### src/rtl/sprite_fetch_arbiter.sv
// Sprite ROM fetch arbiter: three pulse requesters share one sprite ROM, and new fetches start only during hblank.
// Define SPRITE_FETCH_RR_EN for round-robin arbitration. The default build uses fixed priority bit0 > bit1 > bit2.
module sprite_fetch_arbiter #(
  parameter int unsigned ADDR_W  = 8,
  parameter int unsigned DATA_W  = 16,
  parameter int unsigned ROM_LAT = 1
) (
  input  logic              clk,
  input  logic              rst_n,
  input  logic              hblank,
  input  logic [2:0]        req,
  input  logic [ADDR_W-1:0] req_addr0,
  input  logic [ADDR_W-1:0] req_addr1,
  input  logic [ADDR_W-1:0] req_addr2,
  output logic              rom_rd,
  output logic [ADDR_W-1:0] rom_addr,
  input  logic [DATA_W-1:0] rom_data,
  output logic [2:0]        grant,
  output logic [2:0]        rsp_valid,
  output logic [DATA_W-1:0] rsp_data,
  output logic              miss
);

  localparam int unsigned NREQ  = 3;
  localparam int unsigned CNT_W = 2;

  typedef enum logic [1:0] {S_IDLE, S_READ, S_WAIT, S_RESP} state_e;

  state_e              state_q, state_d;
  logic [NREQ-1:0]     pending_q, pending_d;
  logic [ADDR_W-1:0]   addr_q [NREQ];
  logic [ADDR_W-1:0]   addr_d [NREQ];
  logic [NREQ-1:0]     grant_q, grant_d;
  logic                rom_rd_q, rom_rd_d;
  logic [ADDR_W-1:0]   rom_addr_q, rom_addr_d;
  logic [NREQ-1:0]     rsp_valid_q, rsp_valid_d;
  logic [DATA_W-1:0]   rsp_data_q, rsp_data_d;
  logic                miss_q, miss_d;
  logic [CNT_W-1:0]    cnt_q, cnt_d;
  logic                hblank_q, hblank_d;
  logic [NREQ-1:0]     win_oh;
  logic [1:0]          win_idx;
`ifdef SPRITE_FETCH_RR_EN
  logic [1:0]          ptr_q, ptr_d;
  logic [1:0]          srch;
`endif

  // Winner selection from the currently pending set
  always_comb begin
    win_oh  = '0;
    win_idx = 2'd0;
`ifdef SPRITE_FETCH_RR_EN
    srch    = 2'd0;
    // Walk the search order backwards so the first hit in order is the last one assigned
    for (int k = 3; k >= 1; k--) begin
      srch = 2'((int'(ptr_q) + k) % 3);
      if (pending_q[srch]) win_idx = srch;
    end
`else
    if (pending_q[2]) win_idx = 2'd2;
    if (pending_q[1]) win_idx = 2'd1;
    if (pending_q[0]) win_idx = 2'd0;
`endif
    if (|pending_q) win_oh[win_idx] = 1'b1;
  end

  always_comb begin
    state_d     = state_q;
    pending_d   = pending_q;
    addr_d      = addr_q;
    grant_d     = grant_q;
    rom_rd_d    = 1'b0;
    rom_addr_d  = rom_addr_q;
    rsp_valid_d = '0;
    rsp_data_d  = rsp_data_q;
    cnt_d       = cnt_q;
    hblank_d    = hblank;
`ifdef SPRITE_FETCH_RR_EN
    ptr_d       = ptr_q;
`endif
    // The requester currently being served never counts as missed
    miss_d      = hblank_q & ~hblank & (|(pending_q & ~grant_q));

    case (state_q)
      S_IDLE: begin
        if (hblank && (|pending_q)) begin
          grant_d    = win_oh;
          rom_addr_d = addr_q[win_idx];
          rom_rd_d   = 1'b1;
          state_d    = S_READ;
        end
      end
      S_READ: begin
        cnt_d   = CNT_W'(ROM_LAT - 1);
        state_d = S_WAIT;
      end
      S_WAIT: begin
        if (cnt_q == '0) begin
          rsp_data_d = rom_data;
          state_d    = S_RESP;
        end else begin
          cnt_d = cnt_q - CNT_W'(1);
        end
      end
      S_RESP: begin
        rsp_valid_d = grant_q;
        pending_d   = pending_q & ~grant_q;
        grant_d     = '0;
        state_d     = S_IDLE;
`ifdef SPRITE_FETCH_RR_EN
        ptr_d       = grant_q[2] ? 2'd2 : (grant_q[1] ? 2'd1 : 2'd0);
`endif
      end
      default: state_d = S_IDLE;
    endcase

    // A new request wins over the clear in RESP
    pending_d = pending_d | req;
    if (req[0]) addr_d[0] = req_addr0;
    if (req[1]) addr_d[1] = req_addr1;
    if (req[2]) addr_d[2] = req_addr2;
  end

  always_ff @(posedge clk or negedge rst_n) begin
    if (!rst_n) begin
      state_q     <= S_IDLE;
      pending_q   <= '0;
      for (int i = 0; i < int'(NREQ); i++) addr_q[i] <= '0;
      grant_q     <= '0;
      rom_rd_q    <= 1'b0;
      rom_addr_q  <= '0;
      rsp_valid_q <= '0;
      rsp_data_q  <= '0;
      miss_q      <= 1'b0;
      cnt_q       <= '0;
      hblank_q    <= 1'b0;
`ifdef SPRITE_FETCH_RR_EN
      ptr_q       <= 2'd2;
`endif
    end else begin
      state_q     <= state_d;
      pending_q   <= pending_d;
      addr_q      <= addr_d;
      grant_q     <= grant_d;
      rom_rd_q    <= rom_rd_d;
      rom_addr_q  <= rom_addr_d;
      rsp_valid_q <= rsp_valid_d;
      rsp_data_q  <= rsp_data_d;
      miss_q      <= miss_d;
      cnt_q       <= cnt_d;
      hblank_q    <= hblank_d;
`ifdef SPRITE_FETCH_RR_EN
      ptr_q       <= ptr_d;
`endif
    end
  end

  assign rom_rd    = rom_rd_q;
  assign rom_addr  = rom_addr_q;
  assign grant     = grant_q;
  assign rsp_valid = rsp_valid_q;
  assign rsp_data  = rsp_data_q;
  assign miss      = miss_q;

endmodule
### config.mk
export PLATFORM = sky130hd
export DESIGN_NAME = sprite_fetch_arbiter
export DESIGN_NICKNAME = d
export VERILOG_FILES = /design/src/rtl/sprite_fetch_arbiter.sv
export SDC_FILE = /design/constraint.sdc
export NUM_CORES = 1
export LEC_CHECK = 0
export CAP_MARGIN = 10
export CORE_MARGIN = 10
export CORE_UTILIZATION = 47
export DETAILED_ROUTE_END_ITERATION = 8
export MAX_ROUTING_LAYER = met4
export PLACE_DENSITY = 0.79
export SLEW_MARGIN = 10
export SYNTH_ARGS = -nofsm -noshare
export SYNTH_HDL_FRONTEND = slang
export SYNTH_SLANG_ARGS = --single-unit
export TNS_END_PERCENT = 20
### constraint.sdc
create_clock -name clk -period 1.8 [get_ports clk]
set_clock_uncertainty 0.1 [all_clocks]
set_input_delay 0.54 -clock clk [delete_from_list [all_inputs] [get_ports clk]]
set_output_delay 0.54 -clock clk [all_outputs]
set_load 0.005 [all_outputs]
==> run_results.csv <==
group,metric,value,unit
finish,multi_input_area,987,um2
finish,num_antenna_cells,0,
setup_path,worstRegToRegCells,5,
synthesis,synth_common_cells,"dfrtp_1, mux2_2, inv_1, nand2_1",
floorplan,initial_utilization,48.6,%
timing,setup_viol,0,
synthesis,synth_most_common_cell,"dfrtp_1",
global_route,grt_max_degree,65,
placed_design,pre_cts_slack,-0.0997,ns
global_route,met3_usage,4.82,%
setup_path,cp.required,1.91,ns
floorplan,core,5540,um2
finish,nFillCells,434,
run_status,status,"completed",
routing,wl,6290,um
pwr,p_sw_share,29.7,%
synthesis,seq_area_frac_synth,59.4,%
synthesis,synthArstFlopShare,100,%
timing,tightestPinTransition,0.682,ns
floorplan,die_w,95.7,um
global_route,grt_usage,14.3,%
pwr,p_clk_share,22.4,%
global_route,gr-usage-met2,21.3,%
min_path,min_path_type,"in2async",
global_route,grtUsageMet1,17.0,%
synthesis,synth.ff_latch_count,64,
synthesis,syn_avg_cell_area,13.5,um2
synthesis,ys.flop_type,"dfrtp_1",
pwr,switchingPower,1.40,mW
global_route,busiest_layer,"met2",
finish,regArea,1600,um2
synthesis,netlist_area,2700,um2
global_route,antenna_found_initial,0,
timing,whs,0.106,ns
finish,fin_nets,344,
cts,cts_htree_levels,3,
setup_path,cp.arrival,1.78,ns
floorplan,io_pins,78,
finish,final_cells,369,
placed_design,dp_cells,349,
finish,syn2layout_area_growth,39.9,%
placed_design,port_buffers,77,
finish,final_util,68.0,%
synthesis,yosysWarnings,0,
cts,cts_tree,"yes",
routing,routedWlPerCell,17.0,um
cts,clk_pin_slew_worst_paths,0.07,ns
flow_run,cap_violations,0,
global_route,grt_pass1_vias,2066,
pwr,power_leakage,1.73,nW
timing,layout_min_cycle_time,1.67,ns
synthesis,synth_edf_count,0,
pwr,p_int,3.31,mW
pwr,p_per_area,1250,nW/um2
synthesis,postSynthCellCount,199,
timing,slew_headroom,54.4,%
synthesis,synthDistinctLibCells,31,
routing,via_per_inst,5.27,
floorplan,fp.dieH,95.7,um
cts,insertion_delay,0.33,ns
global_route,gr-total-overflow,0,
routing,routed-via-count,1946,
cts,clock-root-buffer,"clkbuf_8",
placed_design,gp_congestion,0.758,
setup_path,endpoint_kind,"flop",
routing,first_iter_violations,76,
synthesis,synth_top_cells_by_area,"dfrtp_1, mux2_2, a222oi_1",
synthesis,synth_top_area_share,59.4,%
timing,rsz0062_at_grt,"false",
setup_path,path_class,"reg2reg",
cts,cts_buffers,9,
routing,drc,0,
floorplan,die-area,9160,um2
timing,drv_slew,0,
pwr,vdd_drop_max,0.891,mV
timing,hold_viol,0,
setup_path,crit_fanout,6,
cts,clock-sinks,64,
floorplan,rows,27,
setup_path,critPathLaunchType,"flop",
global_route,grt_pass1_wl,9870,um
routing,drtPass1Iterations,4,
routing,antenna_left,0,
placed_design,dp_hpwl,4480,um
synthesis,synth_top_area_cell,"dfrtp_1",
timing,setup_ws,0.130,ns
timing,timing.final.crit_share,92.8,%
timing,fmax,0.599,GHz
synthesis,synth_nets,251,
cts,clock_path_buffers,2,
pwr,p_comb_share,34.7,%
finish,final_layout_size_suffix_gt1_share,24.6,%
pwr,p_seq_share,43.0,%
cells in the final DEF, fill, tap and decap left out, types with 2 or more instances in the layout:
master,synthesis,routed
dfrtp_1,64,64
clkdlybuf4s50_1,0,44
mux2_2,40,40
dlygate4sd2_1,0,31
inv_1,12,12
nand2_1,12,12
buf_4,1,12
clkbuf_8,0,10
o21ai_0,9,9
and2_1,9,9
a222oi_1,8,8
ha_1,6,5
a21o_1,3,3
a21oi_1,3,3
nor2_1,3,3
clkbuf_1,3,3
buf_12,0,3
nor2b_1,2,2
mux2i_1,2,2
nand3_1,2,2
o32a_1,2,2
o2bb2ai_1,2,2
clkinv_2,0,2
flip-flops by register name, indices dropped and copies added, names as in the netlist, 2 cells and up:
signal	count
addr_q	24
cnt_q	2
grant	3
pending_q	3
rom_addr	8
rsp_data	16
rsp_valid	3
state_q	2
final timing paths:
path	to	slack, ns	from
setup reg to reg	state_q[1]$_DFFE_PN0P_	0.13	state_q[0]$_DFFE_PN0P_
min in group clk	rom_addr[5]$_DFFE_PN0P_	0.38	rom_addr[5]$_DFFE_PN0P_
max in group asynchronous	rsp_data[2]$_DFFE_PN0P_	1.21	rst_n
hold / removal	addr_q[23]$_DFFE_PN0P_	0.11	rst_n
setup / recovery	state_q[1]$_DFFE_PN0P_	0.13	state_q[0]$_DFFE_PN0P_
hold reg to reg	rom_addr[5]$_DFFE_PN0P_	0.38	rom_addr[5]$_DFFE_PN0P_
routing by layer:
| metal | share of wire [%] | up-vias |
|---|---|---|
| met4 | 2.1 | 0 |
| li1 | - | 892 |
| met3 | 7.5 | 11 |
| met1 | 43 | 976 |
| met5 | 0 | - |
| met2 | 47 | 67 |
power groups by stage:
| stage | registers [mW] | clock network, mW | logic [mW] |
|---|---|---|---|
| finish | 2.02 | 1.05 | 1.63 |
| detailed placement | 2.07 | 0 | 1.79 |
| floorplan | 2.05 | 0 | 0.820 |
| global route | 2.07 | 1.14 | 1.81 |
| global placement | 2.05 | 0 | 1.74 |
| CTS | 2.03 | 1.08 | 1.64 |
worst max-delay path, stage by stage, from the launching register on:
cell	delay, ns
dfrtp_1	0.38
inv_1	0.10
ha_1	0.29
nor2b_1	0.18
a21oi_1	0.18
mux2_1	0.34
cell families (layout without fill, tap and decap cells):
kind of cell | count (synthesis) | after routing | share of synthesized area [%]
flops | 64 | 64 | 59.4
buf+inv | 22 | 120 | 4.18
fa+ha+maj | 6 | 6 | 2.79
compound gates | 33 | 33 | 9.89
simple gates | 31 | 31 | 5.85
mux | 43 | 43 | 17.9
through the flow:
stage	power (mW)	instance area [um2]	TNS, ns
floorplan	2.87	2700	0
global placement	3.79	3600	-0.420
detailed placement	3.86	3600	-0.870
CTS	4.75	3750	0
global route	5.02	3770	0
finish	4.71	3770	0
repair_timing:
action                     in CTS  in global routing
pin swaps                       0                  1
hold buffers                    0                  0
buffers inserted                3                  1
setup endpoints to repair      31                 10
resized for setup              31                  3
area by class of cell:
| type | count | share of cell area, % |
|---|---|---|
| Timing Repair Buffer | 92 | 23.3 |
| Clock buffer | 13 | 3.95 |
| Multi-Input combinational cell | 113 | 26.2 |
| Sequential cell | 64 | 42.5 |
| Tap cell | 72 | 2.39 |
| Clock inverter | 3 | 0.465 |
| Inverter | 12 | 1.19 |
Power figures use the tool's default switching activity.
